$ cat src/rtl/mmio_input_port.sv
// Memory-mapped input port: synchronized, debounced input pins with sticky
// rising-edge event flags, a per-channel interrupt mask and a level irq.
module mmio_input_port #(
    parameter int                CHANNELS        = 8,
    parameter int                DATA_W          = 16,
    parameter int                DEBOUNCE_CYCLES = 4,
    parameter logic [DATA_W-1:0] BASE_ADDR       = 16'hFF00
) (
    input  logic                clk,
    input  logic                rst,
    input  logic [CHANNELS-1:0] in_pins,
    input  logic [DATA_W-1:0]   addr,
    input  logic                rd_en,
    input  logic                wr_en,
    input  logic [DATA_W-1:0]   wr_data,
    output logic [DATA_W-1:0]   rd_data,
    output logic                rd_valid,
    output logic                irq
);

    localparam int            CW       = $clog2(DEBOUNCE_CYCLES + 1);
    localparam logic [CW-1:0] CNT_MAX  = CW'(DEBOUNCE_CYCLES);
    localparam logic [CW-1:0] CNT_ONE  = CW'(32'd1);
    localparam logic [CW-1:0] CNT_ZERO = {CW{1'b0}};

    typedef enum logic {
        ST_STABLE   = 1'b0,
        ST_COUNTING = 1'b1
    } db_state_e;

    logic [CHANNELS-1:0] sync1_r, sync2_r;
    logic [CHANNELS-1:0] level_r, level_nxt_s;
    logic [CHANNELS-1:0] event_r, event_nxt_s;
    logic [CHANNELS-1:0] mask_r;
    logic [CHANNELS-1:0] rise_s, clr_s;
    db_state_e           state_r   [CHANNELS];
    db_state_e           state_nxt_s [CHANNELS];
    logic [CW-1:0]       cnt_r     [CHANNELS];
    logic [CW-1:0]       cnt_nxt_s [CHANNELS];

    logic                hit_s, rd_hit_s, wr_hit_s;
    logic [1:0]          offset_s;
    logic [DATA_W-1:0]   rd_mux_s;
    logic [DATA_W-1:0]   rd_data_r;
    logic                rd_valid_r;

    // Two-flop synchronizer on the asynchronous pins.
    always_ff @(posedge clk or negedge rst) begin
        if (!rst) begin
            sync1_r <= {CHANNELS{1'b0}};
            sync2_r <= {CHANNELS{1'b0}};
        end else begin
            sync1_r <= in_pins;
            sync2_r <= sync1_r;
        end
    end

    // Debounce FSM state, counters and debounced levels.
    always_ff @(posedge clk or negedge rst) begin
        if (!rst) begin
            level_r <= {CHANNELS{1'b0}};
            for (int c = 0; c < CHANNELS; c++) begin
                state_r[c] <= ST_STABLE;
                cnt_r[c]   <= CNT_ZERO;
            end
        end else begin
            level_r <= level_nxt_s;
            for (int c = 0; c < CHANNELS; c++) begin
                state_r[c] <= state_nxt_s[c];
                cnt_r[c]   <= cnt_nxt_s[c];
            end
        end
    end

    // Debounce next-state: the counter saturates at CNT_MAX by leaving COUNTING.
    always_comb begin
        level_nxt_s = level_r;
        for (int c = 0; c < CHANNELS; c++) begin
            state_nxt_s[c] = state_r[c];
            cnt_nxt_s[c]   = cnt_r[c];
            case (state_r[c])
                ST_STABLE: begin
                    if (sync2_r[c] != level_r[c]) begin
                        state_nxt_s[c] = ST_COUNTING;
                        cnt_nxt_s[c]   = CNT_ONE;
                    end else begin
                        cnt_nxt_s[c]   = CNT_ZERO;
                    end
                end
                ST_COUNTING: begin
                    if (sync2_r[c] == level_r[c]) begin
                        state_nxt_s[c] = ST_STABLE;
                        cnt_nxt_s[c]   = CNT_ZERO;
                    end else if (cnt_r[c] == CNT_MAX) begin
                        level_nxt_s[c] = sync2_r[c];
                        state_nxt_s[c] = ST_STABLE;
                        cnt_nxt_s[c]   = CNT_ZERO;
                    end else begin
                        cnt_nxt_s[c]   = cnt_r[c] + CNT_ONE;
                    end
                end
                default: begin
                    state_nxt_s[c] = ST_STABLE;
                    cnt_nxt_s[c]   = CNT_ZERO;
                end
            endcase
        end
    end

    assign hit_s    = (addr[DATA_W-1:2] == BASE_ADDR[DATA_W-1:2]);
    assign offset_s = addr[1:0];
    assign rd_hit_s = rd_en & hit_s;
    assign wr_hit_s = wr_en & hit_s;

    // A same-cycle set overrides the write-1-to-clear.
    assign rise_s      = level_nxt_s & ~level_r;
    assign clr_s       = (wr_hit_s && (offset_s == 2'd1)) ? wr_data[CHANNELS-1:0] : {CHANNELS{1'b0}};
    assign event_nxt_s = (event_r & ~clr_s) | rise_s;

    // EVENT and MASK registers.
    always_ff @(posedge clk or negedge rst) begin
        if (!rst) begin
            event_r <= {CHANNELS{1'b0}};
            mask_r  <= {CHANNELS{1'b0}};
        end else begin
            event_r <= event_nxt_s;
            if (wr_hit_s && (offset_s == 2'd2)) begin
                mask_r <= wr_data[CHANNELS-1:0];
            end else begin
                mask_r <= mask_r;
            end
        end
    end

    // Read mux over the pre-update register values.
    always_comb begin
        rd_mux_s = {DATA_W{1'b0}};
        case (offset_s)
            2'd0:    rd_mux_s[CHANNELS-1:0] = level_r;
            2'd1:    rd_mux_s[CHANNELS-1:0] = event_r;
            2'd2:    rd_mux_s[CHANNELS-1:0] = mask_r;
            default: rd_mux_s = {DATA_W{1'b0}};
        endcase
    end

    // Registered read response; data holds its value on idle or missed reads.
    always_ff @(posedge clk or negedge rst) begin
        if (!rst) begin
            rd_data_r  <= {DATA_W{1'b0}};
            rd_valid_r <= 1'b0;
        end else begin
            rd_valid_r <= rd_hit_s;
            if (rd_hit_s) begin
                rd_data_r <= rd_mux_s;
            end else begin
                rd_data_r <= rd_data_r;
            end
        end
    end

    assign rd_data  = rd_data_r;
    assign rd_valid = rd_valid_r;
    assign irq      = |(event_r & mask_r);

endmodule

$ cat config.mk
export PLATFORM = sky130hd
export DESIGN_NAME = mmio_input_port
export DESIGN_NICKNAME = d
export VERILOG_FILES = /design/src/rtl/mmio_input_port.sv
export SDC_FILE = /design/constraint.sdc
export NUM_CORES = 1
export LEC_CHECK = 0
export ABC_AREA = 1
export BUFFER_PORTS_ARGS = -buffer_cell sky130_fd_sc_hd__clkbuf_2
export CAP_MARGIN = 10
export CORE_UTILIZATION = 50
export DETAILED_ROUTE_END_ITERATION = 12
export PLACE_DENSITY = 0.77
export SYNTH_ARGS = -nofsm -noshare
export SYNTH_HDL_FRONTEND = slang
export SYNTH_SLANG_ARGS = --single-unit
$ cat constraint.sdc
create_clock -name clk -period 1 [get_ports clk]
set_input_delay 0.05 -clock clk [delete_from_list [all_inputs] [get_ports clk]]
set_output_delay 0.05 -clock clk [all_outputs]
set_load 0.01 [all_outputs]
==> results.py, run 1 <==
metrics = {
    "final_layout": {
        "final_common_cell": "nand2_1",
        "finalNetCount": 568,
        "antenna_cells": 0,
        "n_fill_cell": 447,
        "area_growth_syn_to_layout_pct": 45.5,
        "mostFrequentLayoutCells": "nand2_1 (83), dfrtp_1 (79), buf_4 (50)",
        "drive_gt1_share_pct": 44.6,
        "fin_area_um2": 5250,
    },
    "sta": {
        "fin_crit_ns": 1.40,
        "rsz0062_at_grt": "true",
        "hold_violations": 0,
        "final.period_utilization_pct": 140,
        "fin_ws_ns": -0.398,
        "drv_slew": 0,
        "setup_violations": 32,
        "max_freq_mhz": 715,
        "finClkSkew_ns": 0.00680,
    },
    "yosys": {
        "syn_inst": 376,
        "yosysSeqAreaShare_pct": 56.2,
        "ys_warn_count": 0,
        "avgSynthCellArea_um2": 9.59,
        "synth_edf_count": 0,
        "syn_area_um2": 3610,
        "synth_ff_type": "dfrtp_1",
        "ys_ff_latch": 81,
        "synth_cell_type_count": 25,
        "synthArstFlopShare_pct": 100,
    },
    "placement": {
        "place_area_um2": 4200,
        "placement.io_buffers": 45,
        "hpwl_um": 4930,
        "gp_congestion": 0.778,
    },
    "detailed_routing": {
        "avgViaCountPerCell": 4.85,
        "wl_um": 8510,
        "route.detailed.drc": 0,
        "drtIter0Drc": 128,
        "ant_nets": 0,
        "vias": 2954,
        "dr.pass1.iters": 4,
        "wl_per_cell_um": 14.0,
    },
    "clocking": {
        "cts_tree": "yes",
        "numClockSinks": 81,
        "clk_root_buffer_cell": "clkbuf_8",
        "clk_pin_slew_ns": 0.08,
        "clock_latency_ns": 0.35,
        "cts_made_buffers": 9,
        "clk_path_buf_depth": 2,
        "cts-htree-levels": 3,
    },
    "die": {
        "rows": 30,
        "ios": 62,
        "core_area_um2": 6870,
        "dieArea_um2": 7560,
        "die_y_um": 86.9,
        "die_x_um": 86.9,
        "floorplan.initialDensity_pct": 52.5,
    },
    "hold_path": {
        "hp-class": "input pin to asynchronous set/reset pin",
    },
    "setup_path": {
        "cp_max_fo": 2,
        "end_kind": "output pin",
        "crit_path_start_kind": "flip-flop",
        "crit_required_ns": 0.95,
        "path_class": "flip-flop to output pin",
        "worstPathArrival_ns": 1.35,
    },
    "run_status": {
        "violations": "negative setup slack",
        "status": "finished with violations",
    },
    "power_and_ir_drop": {
        "p_per_area_nw_per_um2": 1890,
        "clkPwrFrac_pct": 25.7,
        "peakVddDrop_uv": 877,
        "p_comb_share_pct": 32.2,
        "seq_power_share_pct": 42.1,
        "p_int_uw": 6850,
        "p_sw_uw": 3090,
        "p_leak_uw": 0.00259,
        "power_uw": 9940,
        "swShare_pct": 31.0,
    },
    "global_routing": {
        "overflow": 0,
        "track_usage_pct": 23.2,
        "antenna_found_initial": 0,
        "grt_pass1_vias": 2852,
        "grt_pass1_wl_um": 13100,
        "grt_max_degree": 27,
    },
    "run": {
        "cap_violations": 0,
    },
}
cells in the mapped netlist (2+ instances only):
cell      count  area share, %
nand2_1      91            9.5
dfrtp_1      81             56
inv_1        59            6.1
nor2_1       24            2.5
ha_1         16            5.5
o21ai_0      16            2.2
a211oi_1     12            2.5
nand3_1      12            1.7
xnor2_1      12            2.9
buf_4         8            1.7
nand4_1       8            1.4
o21ai_2       8            1.9
a21oi_1       6           0.83
nand2_2       4           0.69
o21ai_1       4           0.55
a22o_1        3           0.73
nor2_2        3           0.52
buf_6         2           0.62
metrics by stage:
stage	util (%)	setup TNS (ns)	std cells	hold WS (ns)	worst slack [ns]
2_1_floorplan	-	-0.0420	383	-0.246	-0.00791
3_3_place_gp	61.1	-1.39	540	-0.0162	-0.0910
3_5_place_dp	61.1	-2.65	540	-0.0157	-0.125
4_1_cts	71.2	-2.23	595	0.137	-0.429
5_1_grt	76.4	-5.16	609	0.154	-0.498
6_report	76.4	-3.31	609	0.150	-0.398
kinds of logic (layout without fill, tap and decap cells):
family | Yosys count | in the layout | synth area share (%)
XOR/XNOR | 12 | 12 | 2.91
adder cells (fa/ha/maj) | 16 | 16 | 5.55
AO/OA/AOI/OAI | 49 | 49 | 8.78
other | 1 | 8 | 0.104
flip-flops | 81 | 81 | 56.2
AND/OR/NAND/NOR | 146 | 146 | 17.8
buffers and inverters | 71 | 201 | 8.71
what timing repair did:
item                                    4_1_cts  5_1_grt
hold buffers                                 17        0
buffers inserted                             22       16
gates resized for setup                      41       61
endpoints found under the setup margin       35       47
endpoints found under the hold margin       100        0
pin swaps                                    24       29
final timing paths:
kind                             from         end  slack [ns]  cells past startpoint
min in group clk                wr_en   mask_r[3]        0.15                      3
setup / recovery            mask_r[3]         irq       -0.40                      4
hold reg to reg            sync1_r[6]  sync2_r[6]        0.35                      0
max in group asynchronous         rst  sync2_r[4]        0.39                      3
hold / removal                    rst  event_r[2]        0.15                      2
setup reg to reg            cnt_r[13]  event_r[3]       -0.18                      8
state kept, by name, indices dropped and copies added, names as in the netlist:
| register | cells |
|---|---|
| rd_data | 8 |
| sync2_r | 8 |
| event_r | 8 |
| mask_r | 8 |
| sync1_r | 8 |
| cnt_r | 24 |
| rd_valid | 1 |
| state_r | 8 |
| level_r | 8 |
routing by layer:
| metal | vias up | global-route usage, % | part of all wire (%) |
|---|---|---|---|
| met5 | - | 0 | 0 |
| met4 | 0 | 11.2 | 2.2 |
| met3 | 15 | 4.74 | 3.3 |
| met2 | 58 | 36.8 | 51 |
| met1 | 1446 | 30.5 | 44 |
| li1 | 1435 | - | - |
power by group through the flow:
stage	registers (µW)	logic (µW)	clock network (µW)
finish	4180	3200	2550
global route	4240	3510	2760
CTS	4080	2370	2570
detailed placement	4160	1650	0
global placement	4120	1540	0
floorplan	4060	1120	0
worst max-delay path, cell delays in order (launching register included):
cell and delay, ns:
dfrtp_1 0.39, a22o_1 0.26, a21oi_2 0.10, nand3b_1 0.10
clkbuf_2 0.14
layout make-up:
| class | count | area, µm² | area share [%] |
|---|---|---|---|
| Sequential cell | 81 | 2030 | 38.7 |
| Multi-Input combinational cell | 231 | 1700 | 32.4 |
| Timing Repair Buffer | 126 | 961 | 18.3 |
| Inverter | 59 | 229 | 4.36 |
| Clock buffer | 10 | 128 | 2.43 |
| Tap cell | 96 | 120 | 2.29 |
| Clock inverter | 6 | 82.6 | 1.57 |
(Power assumes the default switching activity.)
==> run 2: changes to the inputs <==
Settings changed: ABC_AREA 1 to not set, GPL_TIMING_DRIVEN set to 1.
==> run 2 against run 1 <==
  * The run still ends with negative setup slack left
  * Total power fell by 11%
  * Routed wire length rose by 1.2%
  * Utilization rose by 2.1 points
  * Clock skew rose by 0.0028 ns
  * Via count fell by 7.7%
  * Final cell count fell by 11%
  * Die area fell by 1.1%
  * Critical path type is now input pin to flip-flop
==> results.py, run 2 <==
metrics = {
    "setup_path": {
        "end_kind": "flip-flop",
        "slowest_delay_ns": 0.53,
        "worst-path-buf-inv": 1,
        "cpMostUsedCell": "or4_4",
        "reg2reg_to": "rd_data[4]",
        "reg2reg_slack_ns": -0.21,
        "rr_startpoint": "mask_r[4]",
        "path_class": "input pin to flip-flop",
        "reg2regPathDepth": 4,
        "crit_path_start_kind": "input pin",
        "crit_slowest_cell": "or4_4",
        "cpLargestDelayFamily": "simple AND/OR/NAND/NOR gates",
        "cp_max_fo": 8,
        "worstPathArrival_ns": 1.92,
        "path_cells": "clkbuf_2, or4_4, or4_4, or3b_4, mux2_4",
        "crit_required_ns": 1.25,
    },
    "clocking": {
        "clk_pin_slew_ns": 0.09,
        "clk_root_buffer_cell": "clkbuf_8",
        "cts_tree": "yes",
        "clock_latency_ns": 0.36,
        "cts_made_buffers": 9,
        "numClockSinks": 81,
        "cts-htree-levels": 3,
        "clk_path_buf_depth": 2,
    },
    "hold_path": {
        "hold_depth": 4,
        "min_from": "addr[8]",
        "min_to": "rd_valid",
        "hp-class": "input pin to flip-flop",
    },
    "yosys": {
        "syn_inst": 295,
        "synth_commonest_cells": "dfrtp_1 (81), o21ai_0 (24), nand2_1 (23)",
        "yosysSeqAreaShare_pct": 56.8,
        "synth_cell_type_count": 28,
        "synth_most_common_cell": "dfrtp_1",
        "synthArstFlopShare_pct": 100,
        "synth_top_area_cell": "dfrtp_1",
        "synth_edf_count": 0,
        "ys_ff_latch": 81,
        "synth_top_area_share_pct": 56.8,
        "syn_area_um2": 3570,
        "synth_ff_type": "dfrtp_1",
        "ys_top_cells_by_area": "dfrtp_1 (57%), ha_1 (5.6%), mux2_2 (5.1%)",
        "avgSynthCellArea_um2": 12.1,
        "ys_warn_count": 0,
    },
    "sta": {
        "setup_violations": 51,
        "final.period_utilization_pct": 167,
        "rsz0062_at_grt": "true",
        "fin_crit_ns": 1.67,
        "drv_slew": 0,
        "max_freq_mhz": 597,
        "hold_violations": 0,
        "fin_ws_ns": -0.674,
        "finClkSkew_ns": 0.00957,
        "fin_hold_ws_ns": 0.0757,
    },
    "final_layout": {
        "largest-register": "cnt_r",
        "area_growth_syn_to_layout_pct": 50.4,
        "largest_register_ffs": 24,
        "finalNetCount": 500,
        "drive_gt1_share_pct": 54.8,
        "finalNonFillerCells": 541,
        "mostFrequentLayoutCells": "dfrtp_1 (79), buf_4 (59), clkbuf_2 (44)",
        "final_common_cell": "dfrtp_1",
        "antenna_cells": 0,
    },
    "run_status": {
        "violations": "negative setup slack",
        "status": "finished with violations",
    },
    "global_routing": {
        "grt_pass1_wl_um": 12700,
        "track_usage_pct": 22.9,
        "grt-busiest-layer": "met2",
        "met2_usage_pct": 42.0,
        "grt_util_met1_pct": 25.5,
        "grtUsageMet3_pct": 5.24,
        "overflow": 0,
        "grt_pass1_vias": 2829,
        "antenna_found_initial": 0,
        "grt_max_degree": 27,
    },
    "power_and_ir_drop": {
        "clkPwrFrac_pct": 24.6,
        "p_comb_share_pct": 30.2,
        "p_int_uw": 6140,
        "p_sw_uw": 2720,
        "peakVddDrop_uv": 1280,
        "swShare_pct": 30.7,
        "seq_power_share_pct": 45.2,
        "p_per_area_nw_per_um2": 1650,
        "p_leak_uw": 0.00253,
    },
    "detailed_routing": {
        "dr.pass1.iters": 4,
        "ant_nets": 0,
        "vias": 2727,
        "avgViaCountPerCell": 5.04,
        "wl_per_cell_um": 15.9,
        "route.detailed.drc": 0,
        "wl_um": 8610,
        "drtIter0Drc": 135,
    },
    "placement": {
        "gp_congestion": 0.755,
        "dp_cells": 475,
        "hpwl_um": 4920,
        "placement.io_buffers": 45,
    },
    "die": {
        "ios": 62,
        "die_y_um": 86.5,
        "floorplan.initialDensity_pct": 52.2,
        "rows": 30,
        "die_x_um": 86.5,
        "core_area_um2": 6830,
        "dieArea_um2": 7470,
    },
    "run": {
        "cap_violations": 0,
    },
}
[run 2: cell count changes after synthesis, sizes merged, moves of 13 or more]
cell   delta
nor2     -13
nand2    -72
inv      -43
mux2i    +16
mux2     +24
[run 2: worst min-delay path, delay by kind of cell]
family | cells | cell delay [ns]
buffers and inverters | 2 | 0.22
and+or+nand+nor | 2 | 0.14
[run 2: worst max path at each step]
stage | startpoint | end | slack [ns] | cells past startpoint
2_1_floorplan | addr[3] | mask_r[0] | -1.06 | 6
3_3_place_gp | addr[3] | mask_r[7] | -1.01 | 5
3_5_place_dp | addr[3] | mask_r[5] | -1.03 | 5
4_1_cts | addr[3] | mask_r[6] | -0.65 | 5
5_1_grt | addr[3] | mask_r[6] | -0.70 | 5
6_report | addr[3] | mask_r[6] | -0.67 | 5
[run 2: logic make-up (layout without fill, tap and decap cells)]
logic type               after synthesis  count (layout)  synth area share [%]
AND/OR/NAND/NOR                       84              84                  12.4
other                                  1               8                 0.105
adder cells (fa/ha/maj)               16              16                  5.61
AO/OA/AOI/OAI                         36              36                  5.89
multiplexers                          40              40                  12.9
flip-flops                            81              81                  56.8
buffers and inverters                 29             172                  4.32
XOR/XNOR                               8               8                  1.96
[run 2: per-stage QoR]
stage               instance area [µm²]  utilization [%]  total power, µW  TNS, ns  worst slack (ns)
detailed placement                 4290             62.9             5480   -22.60             -1.03
global route                       5360             78.5             9330   -16.96            -0.697
finish                             5360             78.5             8860   -15.28            -0.674
global placement                   4290             62.9             5350   -20.47             -1.01
CTS                                5150             75.3             8460   -12.45            -0.649
floorplan                          3680                -             4800   -16.21             -1.06
[run 2: layer usage]
layer	vias up	wire, µm
li1	1267	-
met1	1357	3350
met2	83	4680
met3	20	371
met4	0	219
met5	-	0
[run 2: power by group through the flow]
stage                     combinational [µW]  sequential (µW)  clock [µW]
after floorplan                          895             3910           0
after global placement                  1410             3930           0
after detailed placement                1520             3960           0
after CTS                               2310             3950        2210
after global routing                    2890             4050        2390
final                                   2680             4000        2180
[run 2: layout make-up]
| cell class | instances | area (µm²) |
|---|---|---|
| flip-flops and latches | 81 | 2030 |
| well taps | 96 | 120 |
| clock buffers | 9 | 124 |
| repair buffers | 140 | 1080 |
| fillers | 405 | 1470 |
| multi-input cells | 192 | 1900 |
| clock inverters | 7 | 55.1 |
| inverters | 16 | 60.1 |
[run 2: what timing repair did]
| item | CTS | global route |
|---|---|---|
| hold buffers | 19 | 0 |
| setup endpoints to repair | 55 | 57 |
| setup buffers | 27 | 4 |
| pin swaps | 27 | 24 |
| resized for setup | 71 | 47 |
| hold endpoints to repair | 98 | 0 |
